[config.mk]
export PLATFORM = sky130hd
export DESIGN_NAME = dual_issue_operand_bypass
export DESIGN_NICKNAME = d
export VERILOG_FILES = /design/src/rtl/dual_issue_operand_bypass.sv
export SDC_FILE = /design/constraint.sdc
export NUM_CORES = 1
export LEC_CHECK = 0
export CAP_MARGIN = 25
export CORE_AREA = 2 2 162 164
export DETAILED_ROUTE_END_ITERATION = 12
export DIE_AREA = 0 0 164 166
export GPL_TIMING_DRIVEN = 0
export PLACE_DENSITY = 0.76
export SLEW_MARGIN = 20
export SYNTH_ARGS = -nofsm -noshare
export SYNTH_HDL_FRONTEND = slang
export SYNTH_SLANG_ARGS = --single-unit
export TNS_END_PERCENT = 1
[constraint.sdc]
create_clock -name clk -period 16 [get_ports clk]
set_input_delay 4 -clock clk [delete_from_list [all_inputs] [get_ports clk]]
set_output_delay 4 -clock clk [all_outputs]
set_load 0.005 [all_outputs]
[src/rtl/dual_issue_operand_bypass.sv]
// -----------------------------------------------------------------------------
// dual_issue_operand_bypass
//
// Purpose:
//   Operand forwarding and ID/EX pipeline register for a two-wide decode
//   bundle. Each slot's source operands are selected from the EX, MEM or WB
//   result or from the register file, and are registered into the ID/EX
//   stage. Two hazards cannot be resolved by forwarding, and both stall the
//   bundle:
//   - load-use: a load in EX has no data yet.
//   - intra-bundle dependency: slot 2 reads slot 1's destination.
//   A dependency is handled by issuing slot 1 alone and then slot 2 on a
//   later cycle (SPLIT state).
//
// Handshake (valid/ready):
//   The decode bundle is offered while id_valid is high. It is consumed in
//   every cycle where id_valid && id_ready is true, and id_ready is
//   combinational. A flush also raises id_ready, so the bundle is discarded.
//   ex_ready low freezes every ID/EX register and the FSM state.
//
// Ports:
//   clk, rst                   clock (rising edge), async active-high reset
//   id_valid / id_ready        decode bundle handshake
//   dec_*_num_{1,2}            slot register numbers
//   {a,b,c}_forward_{1,2}      forwarding codes (bit0 = src1, bit1 = src2)
//   rf_rs{1,2}_data_{1,2}      register-file read data
//   ex/mem/wb_result           bypass sources
//   ex_is_load, ex_ready, flush
//   ex_valid_{1,2}, ex_op{1,2}_{1,2}, ex_dst_{1,2}   ID/EX register outputs
//   split_pending              debug view of the FSM: high in SPLIT
// -----------------------------------------------------------------------------
module dual_issue_operand_bypass #(
   parameter int XLEN = 32
) (
   input  logic            clk,
   input  logic            rst,
   input  logic            id_valid,
   output logic            id_ready,
   input  logic [4:0]      dec_dstreg_num_1,
   input  logic [4:0]      dec_srcreg1_num_1,
   input  logic [4:0]      dec_srcreg2_num_1,
   input  logic [4:0]      dec_dstreg_num_2,
   input  logic [4:0]      dec_srcreg1_num_2,
   input  logic [4:0]      dec_srcreg2_num_2,
   input  logic [1:0]      a_forward_1,
   input  logic [1:0]      b_forward_1,
   input  logic [1:0]      c_forward_1,
   input  logic [1:0]      a_forward_2,
   input  logic [1:0]      b_forward_2,
   input  logic [1:0]      c_forward_2,
   input  logic [XLEN-1:0] rf_rs1_data_1,
   input  logic [XLEN-1:0] rf_rs2_data_1,
   input  logic [XLEN-1:0] rf_rs1_data_2,
   input  logic [XLEN-1:0] rf_rs2_data_2,
   input  logic [XLEN-1:0] ex_result,
   input  logic [XLEN-1:0] mem_result,
   input  logic [XLEN-1:0] wb_result,
   input  logic            ex_is_load,
   input  logic            ex_ready,
   input  logic            flush,
   output logic            ex_valid_1,
   output logic            ex_valid_2,
   output logic [XLEN-1:0] ex_op1_1,
   output logic [XLEN-1:0] ex_op2_1,
   output logic [XLEN-1:0] ex_op1_2,
   output logic [XLEN-1:0] ex_op2_2,
   output logic [4:0]      ex_dst_1,
   output logic [4:0]      ex_dst_2,
   output logic            split_pending
);

   typedef enum logic {ISSUE = 1'b0, SPLIT = 1'b1} state_e;

   state_e          state_q, state_d;
   logic            ex_valid_1_q, ex_valid_1_d;
   logic            ex_valid_2_q, ex_valid_2_d;
   logic [XLEN-1:0] ex_op1_1_q, ex_op1_1_d;
   logic [XLEN-1:0] ex_op2_1_q, ex_op2_1_d;
   logic [XLEN-1:0] ex_op1_2_q, ex_op1_2_d;
   logic [XLEN-1:0] ex_op2_2_q, ex_op2_2_d;
   logic [4:0]      ex_dst_1_q, ex_dst_1_d;
   logic [4:0]      ex_dst_2_q, ex_dst_2_d;

   logic [XLEN-1:0] fwd_op1_1, fwd_op2_1, fwd_op1_2, fwd_op2_2;
   logic            dep, lu1, lu2;

   // Forwarding muxes: the most recent stage wins (EX, then MEM, then WB).
   always_comb begin
      fwd_op1_1 = a_forward_1[0] ? ex_result : b_forward_1[0] ? mem_result :
                  c_forward_1[0] ? wb_result : rf_rs1_data_1;
      fwd_op2_1 = a_forward_1[1] ? ex_result : b_forward_1[1] ? mem_result :
                  c_forward_1[1] ? wb_result : rf_rs2_data_1;
      fwd_op1_2 = a_forward_2[0] ? ex_result : b_forward_2[0] ? mem_result :
                  c_forward_2[0] ? wb_result : rf_rs1_data_2;
      fwd_op2_2 = a_forward_2[1] ? ex_result : b_forward_2[1] ? mem_result :
                  c_forward_2[1] ? wb_result : rf_rs2_data_2;
   end

   // x0 is hardwired, so writing it never creates a dependency.
   assign dep = (dec_dstreg_num_1 != 5'd0) &&
                ((dec_srcreg1_num_2 == dec_dstreg_num_1) ||
                 (dec_srcreg2_num_2 == dec_dstreg_num_1));
   // A load in EX only has data from MEM onward, so any EX-stage match stalls.
   assign lu1 = ex_is_load && (a_forward_1 != 2'b00);
   assign lu2 = ex_is_load && (a_forward_2 != 2'b00);

   always_comb begin
      state_d      = state_q;
      ex_valid_1_d = ex_valid_1_q;
      ex_valid_2_d = ex_valid_2_q;
      ex_op1_1_d   = ex_op1_1_q;
      ex_op2_1_d   = ex_op2_1_q;
      ex_op1_2_d   = ex_op1_2_q;
      ex_op2_2_d   = ex_op2_2_q;
      ex_dst_1_d   = ex_dst_1_q;
      ex_dst_2_d   = ex_dst_2_q;
      id_ready     = 1'b0;

      if (flush) begin
         ex_valid_1_d = 1'b0;
         ex_valid_2_d = 1'b0;
         state_d      = ISSUE;
         id_ready     = 1'b1;
      end else if (ex_ready) begin
         ex_valid_1_d = 1'b0;
         ex_valid_2_d = 1'b0;
         case (state_q)
            ISSUE: begin
               // A slot-2 load-use hazard that is also dependent is resolved
               // in SPLIT, where slot 2's codes are re-evaluated.
               if (id_valid && !(lu1 || (lu2 && !dep))) begin
                  ex_valid_1_d = 1'b1;
                  ex_op1_1_d   = fwd_op1_1;
                  ex_op2_1_d   = fwd_op2_1;
                  ex_dst_1_d   = dec_dstreg_num_1;
                  if (dep) begin
                     state_d = SPLIT;
                  end else begin
                     ex_valid_2_d = 1'b1;
                     ex_op1_2_d   = fwd_op1_2;
                     ex_op2_2_d   = fwd_op2_2;
                     ex_dst_2_d   = dec_dstreg_num_2;
                     id_ready     = 1'b1;
                  end
               end
            end
            SPLIT: begin
               // The bundle is held; slot 1 now sits in EX and slot 2's
               // forwarding codes already point at it.
               if (!lu2) begin
                  ex_valid_2_d = 1'b1;
                  ex_op1_2_d   = fwd_op1_2;
                  ex_op2_2_d   = fwd_op2_2;
                  ex_dst_2_d   = dec_dstreg_num_2;
                  id_ready     = 1'b1;
                  state_d      = ISSUE;
               end
            end
            default: state_d = ISSUE;
         endcase
      end
   end

   always_ff @(posedge clk or posedge rst) begin
      if (rst) begin
         state_q      <= ISSUE;
         ex_valid_1_q <= 1'b0;
         ex_valid_2_q <= 1'b0;
         ex_op1_1_q   <= '0;
         ex_op2_1_q   <= '0;
         ex_op1_2_q   <= '0;
         ex_op2_2_q   <= '0;
         ex_dst_1_q   <= '0;
         ex_dst_2_q   <= '0;
      end else begin
         state_q      <= state_d;
         ex_valid_1_q <= ex_valid_1_d;
         ex_valid_2_q <= ex_valid_2_d;
         ex_op1_1_q   <= ex_op1_1_d;
         ex_op2_1_q   <= ex_op2_1_d;
         ex_op1_2_q   <= ex_op1_2_d;
         ex_op2_2_q   <= ex_op2_2_d;
         ex_dst_1_q   <= ex_dst_1_d;
         ex_dst_2_q   <= ex_dst_2_d;
      end
   end

   assign ex_valid_1    = ex_valid_1_q;
   assign ex_valid_2    = ex_valid_2_q;
   assign ex_op1_1      = ex_op1_1_q;
   assign ex_op2_1      = ex_op2_1_q;
   assign ex_op1_2      = ex_op1_2_q;
   assign ex_op2_2      = ex_op2_2_q;
   assign ex_dst_1      = ex_dst_1_q;
   assign ex_dst_2      = ex_dst_2_q;
   assign split_pending = (state_q == SPLIT);

endmodule

==> metrics.md <==
| Metric | Value |
|---|---|
| Dpl cells | 1715 |
| Gr usage total | 30.66% |
| WHS Path Cells | 1 |
| Crit path DAT | 6.15 ns |
| H-tree levels | 4 |
| Post-synth EDFFs | 0 |
| Die area | 0.02722 sq mm |
| RSZ-0062 raised after global routing | no |
| Largest fanout on the critical path | 4 |
| Initial cell density of the core | 35.46% |
| Area of the multi-input gates | 0.005186 sq mm |
| Diodes inserted | 0 |
| Area growth syn-to-layout | 55.04% |
| Site Rows | 59 |
| First-pass GRT wire length | 62070 um |
| Slew @ Worst Pin | 1.069 ns |
| Clk pin slew, worst setup/hold paths | 0.06 ns |
| Total wire length | 42680 um |
| Net Count, Synth | 1255 |
| Residual DRC | 0 |
| Count leader, synth | dfrtp_1 |
| Cells on worst reg2reg path | 6 |
| # hold bufs at CTS | 0 |
| Post-Route Skew | 0.01796 ns |
| Post-synthesis mux area share | 31.21% |
| Flops & latches, synth | 141 |
| Warnings from Yosys | 0 |
| Synth Area in XOR/XNOR | 0.9642% |
| Max_cap viols | 0 |
| Placer Congestion | 0.8643 |
| F_max | 98.52 MHz |
| Synth Flop Type | dfrtp_1 |
| Routed Antenna Nets | 0 |
| Critical path class | in2out |
| Routed wire length per instance | 24.43 um |
| CTS tree | yes |
| Static leakage | 5.863 nW |
| Post-CTS sizing | 0 |
| Logic pwr share | 37.6% |
| Layout fillers | 2287 |
| FF+latch area | 0.003528 sq mm |
| Via density | 5.592 |
| DR pass1 iterations | 6 |
| Post-Synth Adder-Cell Area | 0% |
| CP Launch Type | primary input |
| Fin. Hold Viols | 0 |
| Setup TNS Final | 0 ns |
| Vias in the first global route | 10080 |
| Cell count after synthesis | 983 |
| Netlist cell types | 30 |
| Core area | 0.02562 sq mm |
| Die Ht | 166 um |
| Largest family of logic cells by synthesized area | multiplexers |
| Non-filler cells, final | 1747 |
| Final setup fails | 0 |
| Status | complete, no violations |
| Die Wd | 164 um |
| I/O pin total | 414 |
| Gr ovfl total | 0 |
| Synth cell count leaders | 141 x dfrtp_1, 130 x a21oi_1, 128 x mux2i_1 |
| Clock Tree Buf Depth | 2 |
| Nets | 1672 |
| Clk pwr share | 27.2% |
| CP required | 12.00 ns |
| Post-DP HPWL | 31230 um |
| PwrDens | 105.5 mW/mm^2 |
| Min Tclk post-route | 10.15 ns |
| Seq/Total Area, Yosys | 38.84% |
| Synth Cell Area | 0.009084 sq mm |
| Pwr Total | 0.001486 W |
| Via count | 9769 |
| Worst IR Drop VDD | 0.05789 mV |
| Post-CTS Setup Inserts | 0 |
| Async SR Flop Fraction | 100.0% |
| Initial DRC count | 946 |
| Largest net degree at the start of global routing | 80 |
| Simple-gate share of the synthesized area | 9.353% |
| Antenna violations before repair | 0 |
| Skew-Pair Late Insertion Delay | 0.42 ns |
| Post-synthesis compound-gate area fraction | 15.56% |
| Num CTS Buffers | 17 |
| Fraction of final layout cells sized beyond drive strength 1 | 12.04% |
| Fin util | 54.98% |
| Synth top area cells | dfrtp_1 39%, mux2_2 15%, mux2i_1 14% |
| CTS sink count | 141 |
| Seq pwr share | 35.2% |
| I/O Buffers | 396 |
| Int Pwr | 0.001040 W |
| CP Capture Type | output port |
| Slew Limit Headroom | 28.71% |
| Tcrit/Tclk final | 63.44% |
| Cell taking the most area after synthesis | dfrtp_1 |
| Net Switching | 0.0004461 W |
| Root buffer cell | clkbuf_16 |
| Net Sw Frac | 30.02% |
| Avg Cell Area, Syn | 9.241 sq um |
| Final Max Tran Viols | 0 |
| Yosys top cell area share | 38.84% |
| Worst Hold Class | reg2reg |
-- state kept, by name, indices dropped and copies added, names as in the netlist --
name           count
ex_op1_2          32
ex_dst_1           5
split_pending      1
ex_op1_1          32
ex_dst_2           5
ex_valid_1         1
ex_valid_2         1
ex_op2_1          32
ex_op2_2          32
-- worst max-delay path, stage by stage --
cell             delay (ns)
clkdlybuf4s50_1        0.52
nor3_1                 0.27
and2_1                 0.22
nor3_2                 0.10
o41a_1                 0.44
nand2b_1               0.08
clkdlybuf4s50_1        0.52
-- placed cells by master, fill, tap and decap left out, drive strengths merged --
master	count
dfrtp	141
o32ai	1
nor3b	1
buf	35
o22ai	32
bufinv	2
nor2	100
mux2	138
o31ai	1
o41a	1
o31a	1
inv	6
xnor2	10
or3	1
clkinvlp	5
clkinv	1
nand2b	3
and2	1
nand2	103
mux2i	128
nor4b	1
nand3	3
clkbuf	68
a21oi	130
nor3	3
o21ai	99
a32oi	1
clkdlybuf4s50	396
-- power by group through the flow --
stage / logic [W] / registers, W / clock network, W
global route: 0.000592 / 0.000534 / 0.000424
floorplan: 0.000180 / 0.000527 / 0
finish: 0.000559 / 0.000523 / 0.000404
detailed placement: 0.000557 / 0.000527 / 0
global placement: 0.000548 / 0.000522 / 0
CTS: 0.000560 / 0.000522 / 0.000409
-- cell type report --
class                   count  area share [%]
inverters                   2          0.1066
flip-flops and latches    141           25.05
clock buffers              19           3.074
plain buffers              82           2.568
multi-input cells         758           36.82
clock inverters            12          0.9773
well taps                 335           2.976
repair buffers            398           28.42
-- cells by family (layout without fill, tap and decap cells) --
logic type / after synthesis / count (layout)
flip-flops: 141 / 141
AO/OA/AOI/OAI: 266 / 266
buffers and inverters: 84 / 513
XOR/XNOR: 10 / 10
AND/OR/NAND/NOR: 216 / 216
multiplexers: 266 / 266
-- metal layers --
layer,share of wire [%],vias up,GRT usage (%)
li1,-,4349,-
met1,40,4745,38.58
met2,48,572,51.46
met3,7.7,103,5.470
met4,3.8,0,13.08
met5,0,-,0
-- worst paths after layout --
kind                            slack, ns                  endpoint                      start
worst min register to register       0.48  ex_op1_1[26]$_DFFE_PP0P_   ex_op1_1[26]$_DFFE_PP0P_
max in group asynchronous           11.16   ex_op1_1[1]$_DFFE_PP0P_                        rst
min in group asynchronous            4.03  ex_op2_2[15]$_DFFE_PP0P_                        rst
worst max register to register      13.92   ex_op2_1[2]$_DFFE_PP0P_  split_pending$_DFFE_PP0P_
worst max-delay path                 5.85                  id_ready        dec_dstreg_num_1[0]
worst min-delay path                 0.48  ex_op1_1[26]$_DFFE_PP0P_   ex_op1_1[26]$_DFFE_PP0P_
-- per-stage QoR --
stage	hold WS (ns)	area [sq um]	setup slack, ns
after floorplan	0.4828	9084	7.037
after global placement	0.4685	13470	5.727
after detailed placement	0.4768	13500	5.863
after CTS	0.4915	14070	5.857
after global routing	0.5108	14080	5.751
final	0.4844	14080	5.850
No activity file was read; power rests on OpenSTA's default activity.
